$ cat config.mk
export PLATFORM = sky130hd
export DESIGN_NAME = multicycle_ctrl_v2
export DESIGN_NICKNAME = d
export VERILOG_FILES = /design/src/rtl/multicycle_ctrl_v2.sv
export SDC_FILE = /design/constraint.sdc
export NUM_CORES = 1
export LEC_CHECK = 0
export ABC_AREA = 1
export CORE_UTILIZATION = 38
export CTS_CLUSTER_SIZE = 25
export DETAILED_ROUTE_END_ITERATION = 7
export GPL_TIMING_DRIVEN = 0
export PLACE_DENSITY = 0.78
export SYNTH_ARGS = -nofsm -noshare
export SYNTH_HDL_FRONTEND = slang
export SYNTH_SLANG_ARGS = --single-unit
$ cat constraint.sdc
create_clock -name Clk -period 1.5 [get_ports Clk]
set_input_delay 0.225 -clock Clk [delete_from_list [all_inputs] [get_ports Clk]]
set_output_delay 0.225 -clock Clk [all_outputs]
set_load 0.01 [all_outputs]
$ cat src/rtl/multicycle_ctrl_v2.sv
// Multicycle MIPS control FSM for a shared-memory datapath (PC, IR, MDR, regfile, ALU).
// It adds memory wait states, bne/jal/addi decoding and an illegal-opcode trap.
module multicycle_ctrl_v2 #(
  parameter bit MEM_WAIT_EN = 1'b1,
  parameter bit EN_BNE      = 1'b1,
  parameter bit EN_JAL      = 1'b1
) (
  input  logic       Clk,
  input  logic       Reset,
  input  logic [5:0] Op,
  input  logic       MemReady,
  output logic       PCWrite,
  output logic       PCWriteCond,
  output logic       PCWriteCondN,
  output logic       IorD,
  output logic       MemRead,
  output logic       MemWrite,
  output logic       IRWrite,
  output logic [1:0] MemtoReg,
  output logic [1:0] RegDst,
  output logic       RegWrite,
  output logic       ALUSrcA,
  output logic [1:0] ALUSrcB,
  output logic       ZeroExt,
  output logic [2:0] ALUOp,
  output logic [1:0] PCSource,
  output logic       IllegalOp,
  output logic [3:0] State
);

  typedef enum logic [3:0] {
    S_FETCH   = 4'd0,  S_DECODE = 4'd1,  S_MEMADR  = 4'd2,  S_MEMRD = 4'd3,
    S_MEMWB   = 4'd4,  S_MEMWR  = 4'd5,  S_REXEC   = 4'd6,  S_RWB   = 4'd7,
    S_BEQ     = 4'd8,  S_JUMP   = 4'd9,  S_IEXEC   = 4'd10, S_IWB   = 4'd11,
    S_BNE     = 4'd12, S_JAL    = 4'd13, S_ILLEGAL = 4'd14, S_SPARE = 4'd15
  } state_t;

  localparam logic [5:0] OP_R    = 6'b000000;
  localparam logic [5:0] OP_J    = 6'b000010;
  localparam logic [5:0] OP_JAL  = 6'b000011;
  localparam logic [5:0] OP_BEQ  = 6'b000100;
  localparam logic [5:0] OP_BNE  = 6'b000101;
  localparam logic [5:0] OP_ADDI = 6'b001000;
  localparam logic [5:0] OP_ANDI = 6'b001100;
  localparam logic [5:0] OP_ORI  = 6'b001101;
  localparam logic [5:0] OP_XORI = 6'b001110;
  localparam logic [5:0] OP_LUI  = 6'b001111;
  localparam logic [5:0] OP_LW   = 6'b100011;
  localparam logic [5:0] OP_SW   = 6'b101011;

  state_t state_q, state_d;
  logic   ready_s;

  // With wait states disabled the memory is treated as always ready.
  assign ready_s = MEM_WAIT_EN ? MemReady : 1'b1;

  always_ff @(posedge Clk) begin
    if (!Reset) state_q <= S_FETCH;
    else        state_q <= state_d;
  end

  always_comb begin
    state_d = S_FETCH;
    case (state_q)
      S_FETCH:  state_d = ready_s ? S_DECODE : S_FETCH;
      S_DECODE: begin
        case (Op)
          OP_LW, OP_SW:                             state_d = S_MEMADR;
          OP_R:                                     state_d = S_REXEC;
          OP_BEQ:                                   state_d = S_BEQ;
          OP_J:                                     state_d = S_JUMP;
          OP_ADDI, OP_ANDI, OP_ORI, OP_XORI, OP_LUI: state_d = S_IEXEC;
          OP_BNE:                                   state_d = EN_BNE ? S_BNE : S_ILLEGAL;
          OP_JAL:                                   state_d = EN_JAL ? S_JAL : S_ILLEGAL;
          default:                                  state_d = S_ILLEGAL;
        endcase
      end
      S_MEMADR: begin
        if (Op == OP_SW)      state_d = S_MEMWR;
        else if (Op == OP_LW) state_d = S_MEMRD;
        else                  state_d = S_FETCH;
      end
      S_MEMRD:  state_d = ready_s ? S_MEMWB : S_MEMRD;
      S_MEMWR:  state_d = ready_s ? S_FETCH : S_MEMWR;
      S_REXEC:  state_d = S_RWB;
      S_IEXEC:  state_d = S_IWB;
      default:  state_d = S_FETCH;
    endcase
  end

  // Moore decode of the current state; everything is held low while in reset.
  always_comb begin
    PCWrite = 1'b0; PCWriteCond = 1'b0; PCWriteCondN = 1'b0; IorD = 1'b0;
    MemRead = 1'b0; MemWrite = 1'b0; IRWrite = 1'b0; MemtoReg = 2'b00;
    RegDst = 2'b00; RegWrite = 1'b0; ALUSrcA = 1'b0; ALUSrcB = 2'b00;
    ZeroExt = 1'b0; ALUOp = 3'b000; PCSource = 2'b00; IllegalOp = 1'b0;
    State = 4'd0;
    if (!Reset) begin
      State = 4'd0;
    end else begin
      State = state_q;
      case (state_q)
        S_FETCH: begin
          MemRead = 1'b1; ALUSrcB = 2'b01;
          IRWrite = ready_s; PCWrite = ready_s;
        end
        S_DECODE: ALUSrcB = 2'b11;
        S_MEMADR: begin ALUSrcA = 1'b1; ALUSrcB = 2'b10; end
        S_IEXEC: begin
          ALUSrcA = 1'b1; ALUSrcB = 2'b10;
          case (Op)
            OP_ANDI: begin ALUOp = 3'b011; ZeroExt = 1'b1; end
            OP_ORI:  begin ALUOp = 3'b100; ZeroExt = 1'b1; end
            OP_XORI: begin ALUOp = 3'b101; ZeroExt = 1'b1; end
            OP_LUI:  begin ALUOp = 3'b110; ZeroExt = 1'b1; end
            default: ALUOp = 3'b000;
          endcase
        end
        S_MEMRD:  begin IorD = 1'b1; MemRead = 1'b1; end
        S_MEMWR:  begin IorD = 1'b1; MemWrite = ready_s; end
        S_MEMWB:  begin RegWrite = 1'b1; MemtoReg = 2'b01; end
        S_REXEC:  begin ALUSrcA = 1'b1; ALUOp = 3'b010; end
        S_RWB:    begin RegWrite = 1'b1; RegDst = 2'b01; end
        S_IWB:    RegWrite = 1'b1;
        S_BEQ:    begin ALUSrcA = 1'b1; ALUOp = 3'b001; PCSource = 2'b01; PCWriteCond = 1'b1; end
        S_BNE:    begin ALUSrcA = 1'b1; ALUOp = 3'b001; PCSource = 2'b01; PCWriteCondN = 1'b1; end
        S_JUMP:   begin PCWrite = 1'b1; PCSource = 2'b10; end
        S_JAL: begin
          PCWrite = 1'b1; PCSource = 2'b10;
          RegWrite = 1'b1; RegDst = 2'b10; MemtoReg = 2'b10;
        end
        S_ILLEGAL: IllegalOp = 1'b1;
        default:   IllegalOp = 1'b0;
      endcase
    end
  end

endmodule

==> reports/metrics.yaml, run 1 <==
placed_area_um2: 1012
largest_reg_flops: 4
row_count: 14
syn-num-nets: 139
totalWireLength_um: 2693
cts_root_buf: "clkbuf_4"
grt_pass1_wl_um: 3850
power_density_nw_per_um2: 511.5
fin_skew_ns: 0.005776
port_buffers: 34
maxCapViolCount: 0
rr_startpoint: "state_q[3]"
relSlewSlack: 0.8185
rsz0062_at_grt: "yes"
yosysSeqAreaShare: 0.1228
hold_buffers: 0
die_x_um: 43.42
area_growth_pct: 85.60
num_vias: 1039
layout.nets: 192
track_usage: 0.2705
synth_area_per_cell_um2: 5.014
min-delay-start: "Reset"
p_leak_uw: 0.0006705
final_cell_mix: "21 x inv_1, 21 x nor2_1, 18 x nand2_1"
cts.path.max_buffers: 2
min_to: "state_q[1]"
synth.distinct_cells: 20
ir_drop_mv: 0.4550
drive_gt1_frac: 0.4530
clk_latency_ns: 0.24
grt_pass1_vias: 880
status: "finished with violations"
min_path_type: "in2reg"
antenna_found_initial: 0
die_area_um2: 1885
yosys-top-cells-area: "nor2_1 17%, inv_1 16%, nand2_1 16%"
dp_hpwl_um: 1658
maxSlewViolCount: 0
grt_max_degree: 11
endpoint_kind: "primary output"
ys_warn_count: 0
cts_tree: "yes"
reg2reg_slack_ns: 0.12
post-place-ws_ns: -0.7911
dr.pass1.iters: 6
regToRegEndpoint: "state_q[1]"
tightest_slew_ns: 0.2697
fin_tns_setup_ns: -1.325
synth_top_area_frac: 0.1727
drt_iter0_drc: 40
start_util: 0.4181
synth_area_leader_cell: "nor2_1"
violations: "DRC, setup timing"
crit_fanout: 5
ant_nets: 0
cts.sinks: 4
diodes: 0
stdcell_area_um2: 1210
drc_errors: 8
place_inst: 180
finalNonFillerCells: 197
reg2reg_depth: 10
syn_area_um2: 651.9
finalCriticalPeriod_ns: 1.663
max_freq_mhz: 601.3
grt_overflow_total: 0
io_pins: 35
clkSlewWorstSetupHoldPaths_ns: 0.04
finalSetupViolCount: 13
core_um2: 1559
cts-buffers-inserted: 3
setup_slack_ns: -0.1629
h-tree-depth: 1
via_per_inst: 5.274
min_period_over_period: 1.109
gp_congestion: 0.9389
top_regs: "state_q x4"
ys_ff_latch: 4
arrival_ns: 1.44
regMostFlops: "state_q"
holdPathStages: 3
worstSetupPathType: "reg2out"
critPathRequiredTime_ns: 1.27
fillers: 128
die_h_um: 43.42
wl_per_cell_um: 13.67
syn_inst: 130
hold_viol: 0
startpoint_type: "register"
==> area by class of cell <==
cell class              count  area, um^2  area share
plain buffers               1       7.507    0.006205
clock buffers               3       22.52     0.01861
inverters                  29       116.4     0.09617
multi-input cells          96       579.3      0.4788
flip-flops and latches      4       95.09     0.07859
well taps                  16       20.02     0.01655
repair buffers             48       369.1      0.3051
==> kinds of logic (layout without fill, tap and decap cells) <==
| group | count (synthesis) | count (layout) | share of synthesized area |
|---|---|---|---|
| AOI/OAI and AO/OA | 14 | 14 | 0.1382 |
| buffers and inverters | 30 | 81 | 0.1727 |
| and+or+nand+nor | 82 | 82 | 0.5662 |
| DFF | 4 | 4 | 0.1228 |
==> how the worst max path moves through the flow <==
stage / startpoint / depth (start not counted) / to
floorplan: state_q[3] / 5 / PCWrite
global placement: Reset / 5 / ALUSrcB[1]
detailed placement: Reset / 5 / ALUSrcB[1]
CTS: state_q[1] / 7 / ALUOp[0]
global route: state_q[3] / 8 / ALUOp[1]
finish: state_q[3] / 8 / ALUOp[1]
==> worst max-delay path: stages (launching register included) <==
cell	delay (ns)
dfxtp_4	0.37
inv_4	0.09
nand2_4	0.06
inv_2	0.09
nand2_2	0.07
buf_4	0.14
buf_4	0.13
a21oi_2	0.10
buf_2	0.13
==> what timing repair did <==
action / in CTS / in global routing
setup endpoints to repair: 26 / 21
pin swaps: 5 / 16
gates resized for setup: 117 / 32
gates cloned: 0 / 0
endpoints found under the hold margin: 0 / 0
buffers inserted: 8 / 6
==> per-stage QoR <==
| step | util | hold WS (ns) | power [uW] |
|---|---|---|---|
| finish | 0.7761 | 0.4058 | 618.9 |
| detailed placement | 0.6493 | 0.7533 | 379.5 |
| global placement | 0.6493 | 0.7246 | 374.9 |
| CTS | 0.7247 | 0.3989 | 538.9 |
| global route | 0.7761 | 0.4277 | 652.8 |
| floorplan | - | 0.3226 | 262.3 |
==> power by group <==
group          switching [uW]  internal, uW
Sequential               25.3           117
Clock                    50.6          89.9
Combinational             196           140
==> routing by layer <==
layer	vias up	GRT usage	share of wire
li1	512	-	-
met1	471	0.3359	0.41
met2	50	0.4758	0.51
met3	6	0.06667	0.063
met4	0	0.05000	0.013
met5	-	0	0
==> Yosys cell counts, drive strengths merged <==
| master | n |
|---|---|
| nor2 | 34 |
| inv | 29 |
| nand2 | 29 |
| nand3 | 13 |
| a21oi | 5 |
| dfxtp | 4 |
| o21ai | 3 |
| a31oi | 2 |
| a41oi | 2 |
| nor3 | 2 |
| nor4 | 2 |
| buf | 1 |
| nand3b | 1 |
| nand4 | 1 |
| o211ai | 1 |
| o31ai | 1 |
Power figures use the tool's default switching activity.
==> run 2: changes to the inputs <==
==> constraint.sdc (replaced) <==
create_clock -name Clk -period 1.5 [get_ports Clk]
set_input_delay 0.15 -clock Clk [delete_from_list [all_inputs] [get_ports Clk]]
set_output_delay 0.15 -clock Clk [all_outputs]
set_load 0.01 [all_outputs]
==> run 2 against run 1 <==
Effect of this change: die area did not move; power down 13%; critical endpoint is now ALUOp[0]; core utilization fell by 6.4 points; the flow still finishes with violations (DRC, setup timing).
==> reports/metrics.yaml, run 2 (synthesis results as in run 1) <==
cts.sinks: 4  # unchanged
clk_latency_ns: 0.23  # was 0.24 ns
die_area_um2: 1885  # unchanged
slowest_stage: "dfxtp_4"  # unchanged
drc_errors: 8  # unchanged
final_cell_mix: "23 x inv_1, 22 x nor2_1, 21 x nand2_1"  # was 21 x inv_1, 21 x nor2_1, 18 x nand2_1
die_x_um: 43.42  # unchanged
wl_per_cell_um: 12.06  # was 13.67 um
tightest_slew_ns: 0.2626  # was 0.2697 ns
min_period_over_period: 1.031  # was 1.109
startpoint_type: "register"  # unchanged
gp_congestion: 0.9389  # unchanged
critPathRequiredTime_ns: 1.35  # was 1.27 ns
fin_skew_ns: 0.0002997  # was 0.005776 ns
diodes: 0  # unchanged
worstSetupPathType: "reg2out"  # unchanged
worst_hold_slack_ns: 0.3456  # was 0.4058 ns
cts_root_buf: "clkbuf_4"  # unchanged
drive_gt1_frac: 0.3600  # was 0.4530
finalNonFillerCells: 191  # was 197
layout_commonest_cell: "inv_1"
reg2reg_slack_ns: 0.13  # was 0.12 ns
cts.path.max_buffers: 2  # unchanged
fillers: 139  # was 128
place_inst: 180  # unchanged
largest_reg_flops: 4  # unchanged
stdcell_area_um2: 1110  # was 1210 um^2
io_pins: 35  # unchanged
dr.pass1.iters: 6  # unchanged
top_regs: "state_q x4"  # unchanged
p_leak_uw: 0.0006642  # was 0.0006705 uW
min_path_type: "in2reg"  # unchanged
num_vias: 989  # was 1039
hold_viol: 0  # unchanged
regMostFlops: "state_q"  # unchanged
die_h_um: 43.42  # unchanged
core_um2: 1559  # unchanged
cts_tree: "yes"  # unchanged
drt_iter0_drc: 35  # was 40
cts-buffers-inserted: 3  # unchanged
relSlewSlack: 0.8233  # was 0.8185
ant_nets: 0  # unchanged
grt_pass1_vias: 841  # was 880
dp_hpwl_um: 1658  # unchanged
start_util: 0.4181  # unchanged
clkSlewWorstSetupHoldPaths_ns: 0.04  # about the same
track_usage: 0.2369  # was 0.2705
layout.nets: 186  # was 192
row_count: 14  # unchanged
grt_overflow_total: 0  # unchanged
via_per_inst: 5.178  # was 5.274
grt_pass1_wl_um: 3463  # was 3850 um
crit_fanout: 4  # was 5
status: "finished with violations"  # unchanged
h-tree-depth: 1  # unchanged
power_density_nw_per_um2: 487.3  # was 511.5 nW/um^2
placed_area_um2: 1012  # unchanged
totalWireLength_um: 2304  # was 2693 um
max_freq_mhz: 646.9  # was 601.3 MHz
finalSetupViolCount: 5  # was 13
antenna_found_initial: 0  # unchanged
violations: "DRC, setup timing"  # unchanged
ir_drop_mv: 0.3978  # was 0.4550 mV
maxSlewViolCount: 0  # unchanged
rsz0062_at_grt: "yes"  # unchanged
grt_max_degree: 11  # unchanged
finalCriticalPeriod_ns: 1.546  # was 1.663 ns
max_stage_delay_ns: 0.38  # was 0.37 ns
finalCoreUtilization: 0.7119  # was 0.7761
cp_cell_sequence: "inv_4, nor2_4, buf_4, nand3_2, o31ai_2, buf_2"  # was inv_4, nand2_4, inv_2, nand2_2, buf_4, buf_4, a21oi_2, buf_2
setup_slack_ns: -0.04575  # was -0.1629 ns
maxCapViolCount: 0  # unchanged
arrival_ns: 1.40  # was 1.44 ns
endpoint_kind: "primary output"  # unchanged
port_buffers: 34  # unchanged
hold_buffers: 0  # unchanged
area_growth_pct: 70.25  # was 85.60%
==> run 2: cell count changes in the layout (fill, tap and decap cells not counted), sizes merged <==
cell and delta:
clkbuf +3, clkdlybuf4s50 +4, dlygate4sd2 -1, buf -11
clkdlybuf4s15 -3, dlymetal6s2s +2
==> run 2: per-stage QoR <==
step / setup TNS, ns / setup slack [ns] / power (uW)
detailed placement: -11.05 / -0.6411 / 379.5
global placement: -10.96 / -0.6405 / 374.9
finish: -0.1152 / -0.04575 / 540.8
floorplan: 0 / 0.2406 / 262.3
global route: -0.5611 / -0.1045 / 574.5
CTS: -0.7681 / -0.2039 / 517.6
==> run 2: worst max-delay path, delay by kind of cell, from the launching register on <==
kind	cells	cell delay (ns)
flip-flops	1	0.38
AND/OR/NAND/NOR	2	0.22
buffers and inverters	3	0.34
AO/OA/AOI/OAI	1	0.22
==> run 2: routing by layer <==
metal	part of all wire	vias to the layer above	global-route usage	wire, um
li1	-	504	-	-
met1	0.41	430	0.2778	947
met2	0.50	51	0.4333	1156
met3	0.075	4	0.03750	173
met4	0.012	0	0.08125	27
met5	0	-	0	0
==> run 2: area by class of cell <==
type,count,area (um^2),area share
Multi-Input combinational cell,96,523.0,0.4713
Clock buffer,3,22.52,0.02029
Sequential cell,4,95.09,0.08568
Buffer,1,5.005,0.004510
Tap cell,16,20.02,0.01804
Timing Repair Buffer,42,330.3,0.2976
Inverter,29,113.9,0.1026
==> run 2: worst paths after layout <==
| kind | startpoint | cells after the start | end |
|---|---|---|---|
| worst max register to register | state_q[3] | 10 | state_q[1] |
| worst max-delay path | state_q[1] | 6 | ALUOp[0] |
| worst min register to register | state_q[2] | 4 | state_q[3] |
| worst min-delay path | Reset | 3 | state_q[1] |
==> run 2: power by group <==
part / switching [uW] / internal (uW) / total (uW)
Combinational: 159 / 104 / 263
Sequential: 26.6 / 117 / 144
Clock: 44.4 / 89.5 / 134
Total: 230 / 310 / 541
==> run 2: what timing repair did <==
action | 4_1_cts | 5_1_grt
gates cloned | 0 | 0
resized for setup | 72 | 39
setup endpoints to repair | 26 | 18
pin swaps | 3 | 9
buffers inserted | 3 | 6
